## config.mk

```make
export PLATFORM = sky130hd
export DESIGN_NAME = sdram_port_bridge
export DESIGN_NICKNAME = d
export VERILOG_FILES = /design/src/rtl/sdram_port_bridge.sv
export SDC_FILE = /design/constraint.sdc
export NUM_CORES = 1
export LEC_CHECK = 0
export BUFFER_PORTS_ARGS = -buffer_cell sky130_fd_sc_hd__buf_2
export CAP_MARGIN = 20
export CORE_MARGIN = 2
export CORE_UTILIZATION = 43
export CTS_CLUSTER_DIAMETER = 60
export DETAILED_ROUTE_END_ITERATION = 10
export PLACE_DENSITY = 0.66
export SLEW_MARGIN = 0
export SYNTH_ARGS = -nofsm -noshare
export SYNTH_HDL_FRONTEND = slang
export SYNTH_SLANG_ARGS = --single-unit
```

## constraint.sdc

```tcl
create_clock -name clk_72 -period 2.9 [get_ports clk_72]
set_input_delay 0.145 -clock clk_72 [delete_from_list [all_inputs] [get_ports clk_72]]
set_output_delay 0.145 -clock clk_72 [all_outputs]
set_load 0.1 [all_outputs]
```

## src/rtl/sdram_port_bridge.sv

```systemverilog
// Multi-client SDRAM request bridge: per-port strobe edge detection, one-deep
// request slots, round-robin arbitration onto a toggle-handshake SDRAM port.
module sdram_port_bridge #(
    parameter int NUM_PORTS  = 2,
    parameter int ADDR_WIDTH = 16
) (
    input  logic                            clk_72,
    input  logic                            reset,
    input  logic [NUM_PORTS-1:0]            cpu_cs,
    input  logic [NUM_PORTS-1:0]            cpu_oe,
    input  logic [NUM_PORTS-1:0]            cpu_we,
    input  logic [NUM_PORTS*ADDR_WIDTH-1:0] cpu_addr,
    input  logic [NUM_PORTS*8-1:0]          cpu_din,
    output logic [NUM_PORTS*8-1:0]          cpu_dout,
    output logic [NUM_PORTS-1:0]            cpu_busy,
    output logic [NUM_PORTS-1:0]            overflow,
    output logic                            sd_req,
    input  logic                            sd_ack,
    output logic [ADDR_WIDTH-2:0]           sd_a,
    output logic [1:0]                      sd_ds,
    output logic                            sd_we,
    output logic [15:0]                     sd_d,
    input  logic [15:0]                     sd_q
);

    localparam int          PW = (NUM_PORTS > 1) ? $clog2(NUM_PORTS) : 1;
    localparam int unsigned NP = NUM_PORTS;

    typedef enum logic [1:0] {
        IDLE,
        ISSUE,
        WAIT
    } state_t;

    state_t                state;
    state_t                state_next;
    logic [PW-1:0]         grant;
    logic [PW-1:0]         grant_next;
    logic [PW-1:0]         rr_ptr;
    logic                  found;
    int unsigned           idx;

    logic [NUM_PORTS-1:0]  rd_now;
    logic [NUM_PORTS-1:0]  wr_now;
    logic [NUM_PORTS-1:0]  rd_q;
    logic [NUM_PORTS-1:0]  wr_q;
    logic [NUM_PORTS-1:0]  trig;
    logic [ADDR_WIDTH-1:0] addr_now [NUM_PORTS];
    logic [ADDR_WIDTH-1:0] addr_q   [NUM_PORTS];

    logic [NUM_PORTS-1:0]  slot_valid;
    logic [NUM_PORTS-1:0]  slot_we;
    logic [NUM_PORTS-1:0]  slot_clear;
    logic [ADDR_WIDTH-1:0] slot_addr [NUM_PORTS];
    logic [7:0]            slot_din  [NUM_PORTS];

    logic                  cur_lane;
    logic                  ack_match;

    assign ack_match = (sd_ack == sd_req);

    always_comb begin
        rd_now = '0;
        wr_now = '0;
        trig   = '0;
        for (int unsigned p = 0; p < NP; p++) begin
            rd_now[p]   = cpu_cs[p] & cpu_oe[p];
            wr_now[p]   = cpu_cs[p] & cpu_we[p];
            addr_now[p] = cpu_addr[p*ADDR_WIDTH +: ADDR_WIDTH];
            trig[p]     = (rd_now[p] & ~rd_q[p]) | (wr_now[p] & ~wr_q[p]) |
                          (rd_now[p] & (addr_now[p] != addr_q[p]));
        end
    end

    always_comb begin
        cpu_busy = '0;
        for (int unsigned p = 0; p < NP; p++) begin
            cpu_busy[p] = slot_valid[p] | ((state != IDLE) && (grant == PW'(p)));
        end
    end

    always_ff @(posedge clk_72) begin
        if (reset) begin
            state <= IDLE;
            grant <= '0;
        end else begin
            state <= state_next;
            grant <= grant_next;
        end
    end

    always_comb begin
        state_next = state;
        grant_next = grant;
        found      = 1'b0;
        idx        = 0;
        slot_clear = '0;
        case (state)
            IDLE: begin
                // A mismatched ack here is a stale completion; wait it out.
                if (ack_match) begin
                    for (int unsigned i = 1; i <= NP; i++) begin
                        idx = 32'(rr_ptr) + i;
                        if (idx >= NP) idx = idx - NP;
                        if (!found && slot_valid[idx]) begin
                            found      = 1'b1;
                            grant_next = PW'(idx);
                        end
                    end
                    if (found) state_next = ISSUE;
                end
            end
            ISSUE: begin
                slot_clear[grant] = 1'b1;
                state_next        = WAIT;
            end
            WAIT: begin
                if (ack_match) state_next = IDLE;
            end
            default: state_next = IDLE;
        endcase
    end

    always_ff @(posedge clk_72) begin
        if (reset) begin
            rd_q       <= '0;
            wr_q       <= '0;
            slot_valid <= '0;
            slot_we    <= '0;
            overflow   <= '0;
            cpu_dout   <= '0;
            rr_ptr     <= PW'(NUM_PORTS - 1);
            sd_req     <= 1'b0;
            sd_a       <= '0;
            sd_ds      <= '0;
            sd_we      <= 1'b0;
            sd_d       <= '0;
            cur_lane   <= 1'b0;
            for (int unsigned p = 0; p < NP; p++) begin
                addr_q[p]    <= '0;
                slot_addr[p] <= '0;
                slot_din[p]  <= '0;
            end
        end else begin
            rd_q <= rd_now;
            wr_q <= wr_now;
            for (int unsigned p = 0; p < NP; p++) begin
                addr_q[p] <= addr_now[p];
                // A slot being issued this cycle counts as free, so a new trigger loads it.
                if (trig[p]) begin
                    if (!slot_valid[p] || slot_clear[p] || (!slot_we[p] && !wr_now[p])) begin
                        slot_valid[p] <= 1'b1;
                        slot_we[p]    <= wr_now[p];
                        slot_addr[p]  <= addr_now[p];
                        slot_din[p]   <= cpu_din[p*8 +: 8];
                    end else begin
                        overflow[p] <= 1'b1;
                    end
                end else if (slot_clear[p]) begin
                    slot_valid[p] <= 1'b0;
                end
            end

            if (state == ISSUE) begin
                sd_req   <= ~sd_req;
                sd_a     <= slot_addr[grant][ADDR_WIDTH-1:1];
                sd_we    <= slot_we[grant];
                sd_d     <= {slot_din[grant], slot_din[grant]};
                sd_ds    <= slot_we[grant] ? (slot_addr[grant][0] ? 2'b10 : 2'b01) : 2'b11;
                cur_lane <= slot_addr[grant][0];
                rr_ptr   <= grant;
            end

            if ((state == WAIT) && ack_match && !sd_we) begin
                cpu_dout[32'(grant)*8 +: 8] <= cur_lane ? sd_q[15:8] : sd_q[7:0];
            end
        end
    end

endmodule

```

**Yosys cells after proc, flatten, opt, wreduce, memory -nomap -nowiden**

Memories as Yosys holds them, arrays and structs flattened. A register that Yosys moved wholly into a read port is not among the register bits.
Cells that the tools add are included.

- Order comparisons: 6
- Add/subtract/negate cells: 5
- Bitwise logic cells: 30
- Mux-type cells: 58
- Reduce and logical (&&, ||, !) cells: 33
- Shift operators: 2
- $mul: 0
- Equal/unequal tests: 10
- Div/mod/pow operators: 0

Operators by type and width:

| cell | count |
|---|---|
| $mux 32 | 6 |
| $lt 32x2->1 const B | 2 |
| $mux 16 | 4 |
| $mux 1 | 36 |
| $neg 4->34 | 1 |
| $shift 8x34->16 const A | 1 |
| $shiftx 8x34->16 | 1 |
| $ne 16x16->1 | 2 |
| $mux 8 | 3 |
| $bwmux 16 | 1 |
| $mux 2 | 6 |
| $or 1x1->1 | 12 |
| $reduce_and 2->1 | 6 |
| $and 1x1->1 | 10 |
| $logic_and 1x1->1 | 8 |
| $logic_not 1->1 | 8 |
| $not 1->1 | 8 |
| $reduce_bool 2->1 | 4 |
| $ne 2x2->1 const B | 3 |
| $pmux 2 s3 | 1 |
| $reduce_and 3->1 | 2 |
| $logic_or 1x1->1 | 4 |
| $ne 2x1->1 const B | 2 |
| $sub 3x2->4 const B | 1 |
| other kinds (12) | 12 |

- Memories: 3
- Input bits: 73
- Bits in read-only memories: 0
- Output and inout bits: 55
- Word-level logic and storage cells: 165
- Bits in writable memories: 80
- Bits in latches: 0
- Register bits after elaboration: 66

Memory list:

| name | depth | width | read ports | clocked after memory_dff | write ports | line | text |
|---|---|---|---|---|---|---|---|
| addr_q | 2 | 16 | 2 | 0 | 2 | 49 | `logic [ADDR_WIDTH-1:0] addr_q [NUM_PORTS];` |
| slot_addr | 2 | 16 | 1 | 1 | 2 | 54 | `logic [ADDR_WIDTH-1:0] slot_addr [NUM_PORTS];` |
| slot_din | 2 | 8 | 1 | 1 | 2 | 55 | `logic [7:0] slot_din [NUM_PORTS];` |

**Depth between registers and ports, before layout**

Gate-level depths: netlist of the first run.

- Depth after elaboration: 18
- Mapped depth: 8

**Worst setup path before layout of the first run**

Ideal clock, no wire load.

- Path type: reg2reg
- From: register sd_req
- To: register cpu_dout[6]
- Path buffers: 1
- Path slack: 668 ps
- Library setup time: 86 ps
- Arrival time: 2147 ps
- Clock period less this slack: 2232 ps
- Cell stages (with the launch flop): 6
- Cells stage by stage: dfxtp_1 -> xor2_1 -> nor4_4 -> buf_2 -> nor2_1 -> a211oi_1

- Cells in the longest elaborated chain, start to end: 3

RTL lines:

| what | line | text |
|---|---|---|
| start, declared | 17 | `output logic sd_req,` |
| start signal, assigned | 165 | `sd_req <= ~sd_req;` |
| $eq 1x1->1 | 60 | `assign ack_match = (sd_ack == sd_req);` |
| $logic_and 1x1->1 (2 in a row) | 174 | `if ((state == WAIT) && ack_match && !sd_we) begin` |
| end signal, assigned by index | 175 | `cpu_dout[32'(grant)*8 +: 8] <= cur_lane ? sd_q[15:8] : sd_q[7:0];` |
| end, declared | 14 | `output logic [NUM_PORTS*8-1:0] cpu_dout,` |

No other way between the ends.
A chain may end at the register's enable or synchronous reset.

==> results of run 1 <==
[final timing paths]
kind | slack, ns | end | cells past startpoint | start
max | 0.63 | slot_addr[0][11] | 8 | cpu_addr[27]
min | 0.03 | addr_q[0][28] | 2 | cpu_addr[28]
max reg2reg | 0.70 | slot_addr[0][11] | 6 | addr_q[0][31]
min reg2reg | 0.46 | overflow[0] | 2 | overflow[0]
[final cells by class]
type / count / area share [%]
Inverter: 3 / 0.164
Clock inverter: 11 / 1.13
Sequential cell: 139 / 47.5
Timing Repair Buffer: 138 / 10.7
Tap cell: 172 / 3.14
Multi-Input combinational cell: 311 / 30.6
Clock buffer: 21 / 6.71
[metal layers]
| metal | part of all wire [%] | wire length [um] | global-route usage, % |
|---|---|---|---|
| met2 | 46 | 5280 | 27.0 |
| met5 | 0 | 0 | 0 |
| met1 | 47 | 5350 | 22.3 |
| met4 | 0.72 | 82 | 5.95 |
| met3 | 6.1 | 691 | 5.57 |
[layout by cell type (no fill, tap or decap), types with 2 or more instances in the layout]
cell / Yosys / final
nor3b_1: 11 / 11
a211oi_1: 33 / 33
nand2b_1: 7 / 7
xor2_1: 9 / 9
inv_1: 3 / 3
clkinv_2: 0 / 5
nand4_1: 4 / 4
nor2_1: 63 / 63
nand2_1: 11 / 11
clkbuf_1: 20 / 2
a41oi_2: 2 / 2
xnor2_1: 25 / 25
clkbuf_8: 0 / 2
nor3b_2: 6 / 6
mux2_2: 2 / 2
o2111ai_1: 2 / 2
clkinv_1: 0 / 4
edfxtp_1: 48 / 48
buf_4: 8 / 7
dlygate4sd3_1: 0 / 5
a21oi_1: 16 / 16
dfxtp_1: 91 / 91
nor2b_1: 69 / 68
mux2i_1: 33 / 33
clkbuf_16: 0 / 17
buf_2: 7 / 126
o21ai_0: 3 / 3
nor3_1: 6 / 6
[registers in the layout, summed over array words and instances (netlist names), 2 cells and up, named ones only]
signal and count:
addr_q 32, sd_ds 2, slot_valid 2, slot_we 2, state 2, cpu_dout 16
slot_din 16, overflow 2, rd_q 2, sd_a 15, wr_q 2, slot_addr 32
sd_d 8
[timing repair]
| action | CTS | global route |
|---|---|---|
| setup buffers | 0 | 0 |
| hold buffers | 5 | 0 |
| hold endpoints to repair | 3 | 0 |
[per-stage QoR]
| stage | utilization (%) | cell area [um^2] |
|---|---|---|
| global route | 54.4 | 6860 |
| CTS | 54.4 | 6860 |
| global placement | 49.7 | 6270 |
| floorplan | - | 5570 |
| detailed placement | 49.7 | 6270 |
| finish | 54.4 | 6860 |
[power groups by stage]
stage          sequential [mW]  combinational (mW)  clock [mW]
5_1_grt                   2.23               0.874        2.09
3_3_place_gp              2.26               0.815           0
6_report                  2.22               0.821        1.96
3_5_place_dp              2.26               0.821           0
2_1_floorplan             2.50               0.413           0
4_1_cts                   2.22               0.828        2.00
[worst reg2reg max path, delay by kind of cell (launching register included)]
family	cells	cell delay (ns)
buffers and inverters	1	0.46
flip-flops	1	0.31
AND/OR/NAND/NOR	2	0.56
XOR/XNOR	1	0.15
AO/OA/AOI/OAI	2	0.44
[cell families after synthesis]
family	after synthesis	share of synthesized area, %
muxes	35	6.33
DFF	139	58.6
buffers and inverters	41	3.86
xor gates and xnor gates	34	5.34
AOI/OAI and AO/OA	60	7.66
and+or+nand+nor	182	18.3
==> key figures, run 1 <==
Timing
  • Relative slew margins: around 45%
  • Measured slew at the worst slew-check pin: between 0.8 and 0.9 ns
  • Final setup margin: 0.633 ns
  • Fin. max-slew vios: 0
  • Setup TNS: 0 ns
  • Max Fclk: between 400 and 500 MHz
  • Endpoints failing setup: 0
  • Hold slack: approximately 0.033 ns
  • Final min period: roughly 2.3 ns
  • RSZ-0062 raised after global routing: no
  • Fin. Hold Viols: 0
  • Final period utilization: ~78%
  • Clock skew: around 0.0051 ns

Finish
  • Fillers: 1122
  • Fin nets: 683
  • Number of diodes: 0
  • P&R area growth vs syn: 23.1%
  • Multi-input gate area: 2100 um^2
  • Area occupied by registers: approximately 3300 um^2
  • Share of cells above drive strength 1: around 28%
  • Layout Cells excl Fill: 795

Power and ir drop
  • Flop pwr share: about 44%
  • Internal power: ~3.6 mW
  • Switch share: between 20 and 30%
  • Clock share of power: between 30% and 40%
  • Switch Pwr: 1.42 mW
  • PD cells: between 700 and 800 nW/um^2
  • Static leakage: 2.72 nW
  • Pwr Total: 5.00 mW
  • Max IR drop VDD: around 400 uV
  • Power share of the combinational group: 16.4%

Floorplan
  • CORE AREA: approximately 13000 um^2
  • Die area: between 10000 and 15000 um^2
  • Chip height: ~120 um
  • Starting density of the core: between 40 and 50%
  • IO Pins: roughly 130
  • Die outline width: about 120 um
  • # rows: around 40

Logic synthesis
  • Synthesized area per cell: about 11 um^2
  • Most used flip-flop cell after synthesis: dfxtp_1
  • Count leader, synth: dfxtp_1
  • Post-synth EDFFs: 48
  • Post-synthesis sequential area ratio: between 50% and 60%
  • Syn Inst Count: 491
  • Synth area leader: dfxtp_1
  • Unique masters post-synth: 33
  • Synthesized flop and latch total: 139
  • Synth Net Count: 564
  • Async SR Flop Fraction: 0%
  • Most area-consuming cells after synthesis: dfxtp_1 33%, edfxtp_1 26%, nor2b_1 7.7%, mux2i_1 5.9%, a211oi_1 4.4%
  • Most frequent cells after synthesis: 91 x dfxtp_1, 69 x nor2b_1, 63 x nor2_1
  • Share of the synthesized area in the top cell type: 32.7%
  • Yosys warns: 0
  • Post-Syn Area: 5570 um^2

Drt
  • Overall routed net length: 11.4 mm
  • Vias per inst: between 4 and 5
  • Pre-antenna DRT Iters: 4
  • DRT iter0 DRCs: around 230
  • Via count: about 3800
  • WL per Instance: roughly 14 um
  • Final antenna-violating net count: 0
  • Remaining DRCs: 0

CTS
  • Clock sinks: ~140
  • CTS clock-pin slew for the worst setup and hold paths: approximately 0.06 ns
  • Clock Latency Late Sink: ~0.4 ns
  • Root Driver: clkbuf_16
  • TritonCTS clock tree: yes
  • Post_cts resized: 0
  • H-tree depth: 4
  • CTS Buf Count: 17
  • Clock tree buffer depth: 2

Worst setup path
  • Max incr delay on CP: roughly 0.54 ns
  • Critical path's top delay family: buffers and inverters
  • CP Cell Sequence: dlygate4sd3_1 -> buf_2 -> xor2_1 -> nor4_1 -> a41oi_2 -> a22oi_2 -> buf_4 -> nor2b_1
  • Crit Path Max Fanout: 48
  • Critical path required time: a little over 3 ns
  • Buf/Inv on CP: 3
  • Worst Path Arrival: roughly 2.4 ns
  • Critical Path Sink Type: register
  • Worst Setup Start Kind: input pin
  • Slowest-stage cell, CP: dlygate4sd3_1
  • Class of the most critical setup path: input pin to register

Global route
  • Total GRT Usage: 17.1%
  • Initial antenna violation count: 0
  • Vias in the first global route: about 3700
  • Largest net degree at the start of global routing: 83
  • Gr ovfl total: 0
  • First-pass GRT wire length: approximately 19 mm

Run status
  • Status: finished, final reports clean

Placement
  • Pre-CTS setup slack: 0.708 ns
  • Inst Count DP: ~760
  • IO Port Bufs: ~130
  • Dpl hpwl: ~8.1 mm
  • Routability Congestion: slightly above 0.8

Hold path
  • Worst Hold Class: input pin to register

Job
  • Max Cap Viol: 0
No activity file was read; power rests on OpenSTA's default activity.
==> run 2, diff against run 1 <==
==> constraint.sdc (replaced) <==
create_clock -name clk_72 -period 2.1 [get_ports clk_72]
set_input_delay 0.105 -clock clk_72 [delete_from_list [all_inputs] [get_ports clk_72]]
set_output_delay 0.105 -clock clk_72 [all_outputs]
set_load 0.1 [all_outputs]
==> run 2 against run 1 <==
  * Clock skew increased by 0.0062 ns
  * Critical path depth increased by 1
  * Routed wire length increased by 11%
  * Core utilization increased by 3.7 points
  * Clock-buffer cell count increased by 4
  * First-iteration DRC count decreased by 13%
==> key figures, run 2 (same netlist as run 1, synthesis figures left out) <==
Floorplan
  • # rows: 41 (unchanged)
  • Starting density of the core: 44.2% (unchanged)
  • Chip height: 118 um (unchanged)
  • CORE AREA: 12600 um^2 (unchanged)
  • Die area: 13900 um^2 (unchanged)
  • Die outline width: 118 um (unchanged)
  • IO Pins: 128 (unchanged)

Placement
  • Routability Congestion: 0.801 (-0.63%)
  • Dpl hpwl: 8.31 mm (+3.3%)
  • IO Port Bufs: 127 (unchanged)
  • Pre-CTS setup slack: -0.0276 ns (-0.736 ns)

CTS
  • Clock tree buffer depth: 2 (unchanged)
  • Clock sinks: 139 (unchanged)
  • Clock Latency Late Sink: 0.42 ns (about the same)
  • Root Driver: clkbuf_16
  • TritonCTS clock tree: yes
  • CTS Buf Count: 17 (unchanged)
  • CTS clock-pin slew for the worst setup and hold paths: 0.05 ns (about the same)
  • H-tree depth: 4 (unchanged)

Hold path
  • Hold path depth: 2 (unchanged)
  • Hold Crit Endpoint: slot_din[1][0]
  • Worst Hold Class: input pin to register
  • Min-delay src: cpu_din[8]

Worst setup path
  • Critical path required time: 2.26 ns (-0.77 ns)
  • Critical Path Sink Type: register
  • Class of the most critical setup path: input pin to register
  • Reg2Reg Setup Slack: 0.06 ns (-0.64 ns)
  • Crit Path Max Fanout: 12 (-75%)
  • R2r startpoint: addr_q[0][25]
  • Worst Path Arrival: 2.24 ns (-0.16 ns)
  • Reg2reg path depth: 7 (+1)
  • Worst R2R End: slot_din[0][7]
  • CP Cell Sequence: dlygate4sd3_1 -> buf_2 -> xor2_1 -> nor4_2 -> a41oi_2 -> a22oi_2 -> buf_4 -> clkbuf_16 -> nor3b_2
  • Worst Setup Start Kind: input pin
  • Slowest-stage cell, CP: dlygate4sd3_1
  • Max incr delay on CP: 0.54 ns (about the same)

Finish
  • Most common cell after layout, fill and taps aside: buf_2
  • Number of diodes: 0 (unchanged)
  • Fillers: 1060 (-5.5%)
  • Top flop regs: addr_q: 32 flops, slot_addr: 32 flops
  • Fin nets: 724 (+6.0%)
  • Share of cells above drive strength 1: 28.3% (+0.54 points)
  • P&R area growth vs syn: 31.6%
  • Most frequent cells in the layout: 126 x buf_2, 90 x dfxtp_1, 68 x nor2b_1

Drt
  • DR top layer: met4
  • Via count: 4014 (+5.7%)
  • Final antenna-violating net count: 0 (unchanged)
  • Vias per inst: 4.80 (+0.50%)
  • Met3 WL: 644 um (-6.8%)
  • WL per Instance: 15.1 um (+5.3%)
  • Overall routed net length: 12.6 mm (+11%)
  • Remaining DRCs: 0 (unchanged)
  • Pre-antenna DRT Iters: 4 (unchanged)
  • DRT iter0 DRCs: 199 (-13%)
  • Routed met1 length: 5.75 mm (+7.4%)
  • Met2 Wirelength: 6.15 mm (+16%)

Power and ir drop
  • PD cells: 972 nW/um^2 (+33%)
  • Max IR drop VDD: 580 uV (+45%)
  • Static leakage: 2.94 nW (+7.7%)

Timing
  • Final period utilization: a little over nine tenths
  • Measured slew at the worst slew-check pin: 0.505 ns (-0.321 ns)
  • Setup TNS: 0 ns (unchanged)
  • Fin. Hold Viols: 0 (unchanged)
  • Final setup margin: 0.0217 ns (-0.611 ns)
  • Fin. max-slew vios: 0 (unchanged)
  • Endpoints failing setup: 0 (unchanged)
  • Max Fclk: 481 MHz
  • Final min period: approximately 2.1 ns
  • Clock skew: 0.0113 ns (+0.00622 ns)
  • Relative slew margins: 66.3% (+21 points)

Global route
  • Initial antenna violation count: 0 (unchanged)
  • Vias in the first global route: 3972 (+5.9%)
  • Largest net degree at the start of global routing: 52 (-37%)
  • Gr ovfl total: 0 (unchanged)
  • First-pass GRT wire length: 19.9 mm (+7.4%)
  • Total GRT Usage: 18.7% (+1.5 points)

Job
  • Max Cap Viol: 0 (unchanged)

Run status
  • Status: finished, final reports clean
[run 2: cell count changes in the layout (fill, tap and decap cells not counted), sizes merged]
cell,before,now
dlygate4sd3,5,36
buf,133,142
clkbuf,21,26
clkinv,9,5
clkinvlp,1,0
inv,3,4
[run 2: how the worst max path moves through the flow]
stage,cells past startpoint,slack [ns],start,endpoint
floorplan,2,0.08,grant,cpu_busy[0]
global placement,6,-0.03,addr_q[0][25],slot_din[0][0]
detailed placement,6,-0.03,addr_q[0][25],slot_din[0][0]
CTS,9,0.08,cpu_addr[11],slot_din[0][0]
global route,10,-0.02,cpu_addr[10],slot_din[0][7]
finish,9,0.02,cpu_addr[25],slot_din[0][7]
[run 2: metal layers]
layer | track usage (%) | vias to the layer above
met1 | 23.4 | 1881
met4 | 5.57 | 0
li1 | - | 2016
met3 | 6.64 | 7
met2 | 30.4 | 110
met5 | 0 | -
[run 2: report_power, final]
| group | switching, mW | total, mW | leakage [nW] | internal [mW] |
|---|---|---|---|---|
| combinational | 0.866 | 1.24 | 1.39 | 0.372 |
| sequential | 0.0833 | 3.07 | 1.26 | 2.98 |
| clock | 1.07 | 2.83 | 0.280 | 1.76 |
| total | 2.02 | 7.13 | 2.94 | 5.11 |
[run 2: timing repair]
action	in CTS	in global routing
hold buffers	36	0
setup endpoints to repair	11	72
resized for setup	1	2
gates cloned	0	2
pin swaps	0	7
buffers inserted	0	1
endpoints found under the hold margin	33	0
[run 2: critical path, delay by kind of cell]
family,cells,cell delay (ns)
buffers and inverters,4,1.03
AO/OA/AOI/OAI,2,0.51
XOR/XNOR,1,0.15
AND/OR/NAND/NOR,2,0.44
[run 2: stage by stage]
step	hold slack (ns)	instances	util [%]	total power [mW]	area, um^2
6_report	0.0267	836	58.1	7.13	7340
5_1_grt	0.0137	836	58.1	7.42	7340
4_1_cts	0.00218	833	57.7	7.17	7280
3_5_place_dp	0.338	765	50.3	4.28	6350
3_3_place_gp	0.334	765	50.3	4.26	6350
2_1_floorplan	0.219	491	-	4.03	5570
[run 2: final cells by class]
| class | instances | area (um^2) | share of cell area, % |
|---|---|---|---|
| repair buffers | 179 | 1160 | 15.9 |
| multi-input cells | 311 | 2120 | 28.9 |
| inverters | 3 | 11.3 | 0.154 |
| clock buffers | 25 | 497 | 6.77 |
| flip-flops and latches | 139 | 3260 | 44.5 |
| clock inverters | 7 | 65.1 | 0.887 |
| well taps | 172 | 215 | 2.93 |
==> run 3, diff against run 2 <==
--- a/config.mk
+++ b/config.mk
@@ -5,6 +5,7 @@
 export SDC_FILE = /design/constraint.sdc
 export NUM_CORES = 1
 export LEC_CHECK = 0
+export ABC_AREA = 1
 export BUFFER_PORTS_ARGS = -buffer_cell sky130_fd_sc_hd__buf_2
 export CAP_MARGIN = 20
 export CORE_MARGIN = 2
@@ -12,7 +13,7 @@
 export CTS_CLUSTER_DIAMETER = 60
 export DETAILED_ROUTE_END_ITERATION = 10
 export PLACE_DENSITY = 0.66
-export SLEW_MARGIN = 0
+export SLEW_MARGIN = 25
 export SYNTH_ARGS = -nofsm -noshare
 export SYNTH_HDL_FRONTEND = slang
 export SYNTH_SLANG_ARGS = --single-unit
==> run 3 against run 2 <==
  * Sequential power up 1%
  * Core utilization down 1.3 points
  * Combinational power up 6%
  * Worst hold slack worse by 0.015 ns
  * Clock power down 2%
  * Clock skew down 0.0043 ns
  * Critical endpoint is now cpu_busy[1]
==> key figures, run 3 <==
Run status
  • Status: finished, final reports clean

Finish
  • Number of diodes: 0 (unchanged)
  • Most frequent cells in the layout: 128 x nand2_1, 127 x buf_2, 91 x dfxtp_1
  • Final Cell Area: 7530 um^2 (+2.6%)
  • Fillers: 1226 (+16%)
  • Area occupied by registers: 3260 um^2 (about the same)
  • Multi-input gate area: 2030 um^2 (-4.4%)
  • Fin nets: 892 (+23%)
  • Top flop regs: addr_q: 32 flops, slot_addr: 32 flops
  • P&R area growth vs syn: 29.4%
  • Most common cell after layout, fill and taps aside: nand2_1
  • Layout Cells excl Fill: 1008 (+21%)
  • Share of cells above drive strength 1: 24.9% (-3.4 points)

Worst setup path
  • Class of the most critical setup path: register to primary output
  • Crit Path Max Fanout: 14 (+2)
  • Worst Path Arrival: 1.82 ns (-0.42 ns)
  • Worst R2R End: slot_addr[0][5]
  • Critical path's top delay family: buffers and inverters
  • Buf/Inv on CP: 3 (-1)
  • Reg2Reg Setup Slack: 0.27 ns (+0.21 ns)
  • Max incr delay on CP: 0.45 ns (-0.09 ns)
  • Reg2reg path depth: 12 (+5)
  • R2r startpoint: addr_q[0][19]
  • Critical path required time: 2.00 ns (-0.26 ns)
  • CP Cell Sequence: buf_4 -> inv_1 -> o21ai_1 -> buf_2
  • Worst Setup Start Kind: register
  • Slowest-stage cell, CP: buf_2
  • Critical Path Sink Type: primary output

Logic synthesis
  • Most area-consuming cells after synthesis: dfxtp_1 31%, edfxtp_1 25%, nand2_1 8.3%, a21oi_1 6.3%, nor2_1 5.8%
  • Post-synth EDFFs: 48 (unchanged)
  • Synthesized area per cell: 8.79 um^2 (-23%)
  • Synthesized flop and latch total: 139 (unchanged)
  • Synth Net Count: 735 (+30%)
  • Syn Inst Count: 662 (+35%)
  • Unique masters post-synth: 31 (-6.1%)
  • Share of the synthesized area in the top cell type: 31.3% (-1.4 points)
  • Post-synthesis sequential area ratio: 56.1% (-2.5 points)
  • Most frequent cells after synthesis: 128 x nand2_1, 91 x dfxtp_1, 90 x nor2_1
  • Yosys warns: 0 (unchanged)
  • Count leader, synth: nand2_1
  • Async SR Flop Fraction: 0% (unchanged)
  • Most used flip-flop cell after synthesis: dfxtp_1
  • Synth area leader: dfxtp_1
  • Post-Syn Area: 5820 um^2 (+4.4%)

Drt
  • Pre-antenna DRT Iters: 4 (unchanged)
  • Met2 Wirelength: 6.81 mm (+11%)
  • Overall routed net length: 13.5 mm (+7.0%)
  • DR top layer: met4
  • Met3 WL: 632 um (-1.9%)
  • Via count: 4768 (+19%)
  • Routed met1 length: 5.91 mm (+2.8%)
  • Vias per inst: 4.73 (-1.5%)
  • Final antenna-violating net count: 0 (unchanged)
  • WL per Instance: 13.4 um (-11%)
  • DRT iter0 DRCs: 309 (+55%)
  • Remaining DRCs: 0 (unchanged)

CTS
  • Clock sinks: 139 (unchanged)
  • Clock tree buffer depth: 2 (unchanged)
  • Setup repair bufs after CTS: 0 (unchanged)
  • CTS clock-pin slew for the worst setup and hold paths: 0.06 ns (about the same)
  • Root Driver: clkbuf_16
  • TritonCTS clock tree: yes
  • H-tree depth: 4 (unchanged)
  • CTS Buf Count: 17 (unchanged)
  • Clock Latency Late Sink: 0.41 ns (about the same)

Timing
  • RSZ-0062 raised after global routing: no
  • Final min period: 1.92 ns (-0.155 ns)
  • Clock skew: 0.00703 ns (-0.00427 ns)
  • Final setup margin: 0.176 ns (+0.155 ns)
  • Fin. Hold Viols: 0 (unchanged)
  • Endpoints failing setup: 0 (unchanged)
  • Measured slew at the worst slew-check pin: 0.814 ns (+0.309 ns)
  • Final period utilization: 91.6% (-7.4 points)
  • Max Fclk: 520 MHz (+8.0%)
  • Relative slew margins: 45.7% (-21 points)
  • Setup TNS: 0 ns (unchanged)
  • Fin. max-slew vios: 0 (unchanged)

Placement
  • Inst Count DP: 938 (+23%)
  • IO Port Bufs: 127 (unchanged)
  • Dpl hpwl: 9.45 mm (+14%)
  • Pre-CTS setup slack: 0.145 ns (+0.173 ns)
  • Post-DP Area: 6580 um^2 (+3.6%)
  • Routability Congestion: 0.825 (+3.0%)

Floorplan
  • Die area: 14500 um^2 (+4.3%)
  • Starting density of the core: 43.9% (-0.23 points)
  • CORE AREA: 13200 um^2 (+4.9%)
  • Die outline width: 120 um (+2.1%)
  • Chip height: 120 um (+2.1%)
  • # rows: 42 (+2.4%)
  • IO Pins: 128 (unchanged)

Global route
  • Largest net degree at the start of global routing: 61 (+17%)
  • Gr ovfl total: 0 (unchanged)
  • Total GRT Usage: 19.5% (+0.83 points)
  • First-pass GRT wire length: 22.1 mm (+11%)
  • Vias in the first global route: 4672 (+18%)
  • Initial antenna violation count: 0 (unchanged)

Job
  • Max Cap Viol: 0 (unchanged)

Power and ir drop
  • Max IR drop VDD: 702 uV (+21%)
  • Pwr Total: 7.19 mW (+0.82%)
  • Static leakage: 3.45 nW (+17%)
  • PD cells: 955 nW/um^2 (-1.8%)

Hold path
  • Min-delay src: cpu_cs[1]
  • Worst Hold Class: input pin to register
  • Hold Crit Endpoint: wr_q[1]
  • Hold path depth: 3 (+1)
run 3: cell count changes after synthesis, moves of 20 or more:
cell / delta
a211oi_1: -33
a21oi_1: +57
inv_1: +77
mux2i_1: -32
nand2_1: +117
nand3_1: +20
nor2_1: +27
nor2_4: +21
nor2b_1: -69
o21ai_0: +28
run 3: logic make-up (layout without fill, tap and decap cells):
kind of cell,count (synthesis),after routing,share of synthesized area [%]
simple gates,268,268,21.0
flops,139,139,56.1
buf+inv,122,292,9.29
compound gates,113,113,10.2
xor+xnor,11,11,1.66
mux,9,9,1.72
run 3: routing by layer:
layer	track usage, %	vias up
met5	0	-
met2	33.5	132
met1	23.9	2214
met3	4.43	12
met4	7.34	0
li1	-	2410
run 3: worst max path at each step:
stage / depth (start not counted) / start / end / slack [ns]
finish: 4 / grant / cpu_busy[1] / 0.18
global route: 14 / cpu_addr[0] / slot_addr[1][10] / 0.04
CTS: 5 / state[1] / cpu_dout[7] / 0.14
detailed placement: 5 / state[1] / cpu_dout[7] / 0.15
global placement: 5 / state[1] / cpu_dout[14] / 0.27
floorplan: 3 / grant / cpu_busy[1] / -0.05
run 3: cell type report:
cell class | count | share of cell area (%)
Sequential cell | 139 | 43.3
Clock buffer | 26 | 6.93
Multi-Input combinational cell | 401 | 26.9
Tap cell | 176 | 2.93
Inverter | 84 | 4.19
Clock inverter | 6 | 0.449
Timing Repair Buffer | 176 | 15.3
run 3: worst min-delay path: stages:
cell and delay (ns):
buf_2 0.08, nand2_1 0.10, nor2_1 0.09
run 3: stage by stage:
stage | utilization [%] | hold slack [ns]
CTS | 56.8 | 0.00331
detailed placement | 49.7 | 0.361
global placement | 49.7 | 0.349
floorplan | - | 0.223
global route | 56.9 | 0.0131
finish | 56.9 | 0.0121
run 3: report_power, final:
| group | total [mW] | switching (mW) | internal [mW] |
|---|---|---|---|
| combinational | 1.31 | 0.973 | 0.340 |
| sequential | 3.11 | 0.106 | 3.00 |
| clock | 2.77 | 1.06 | 1.71 |
run 3: what timing repair did:
item	in CTS	in global routing
hold buffers	38	0
resized for setup	0	2
setup endpoints to repair	0	19
hold endpoints to repair	36	0
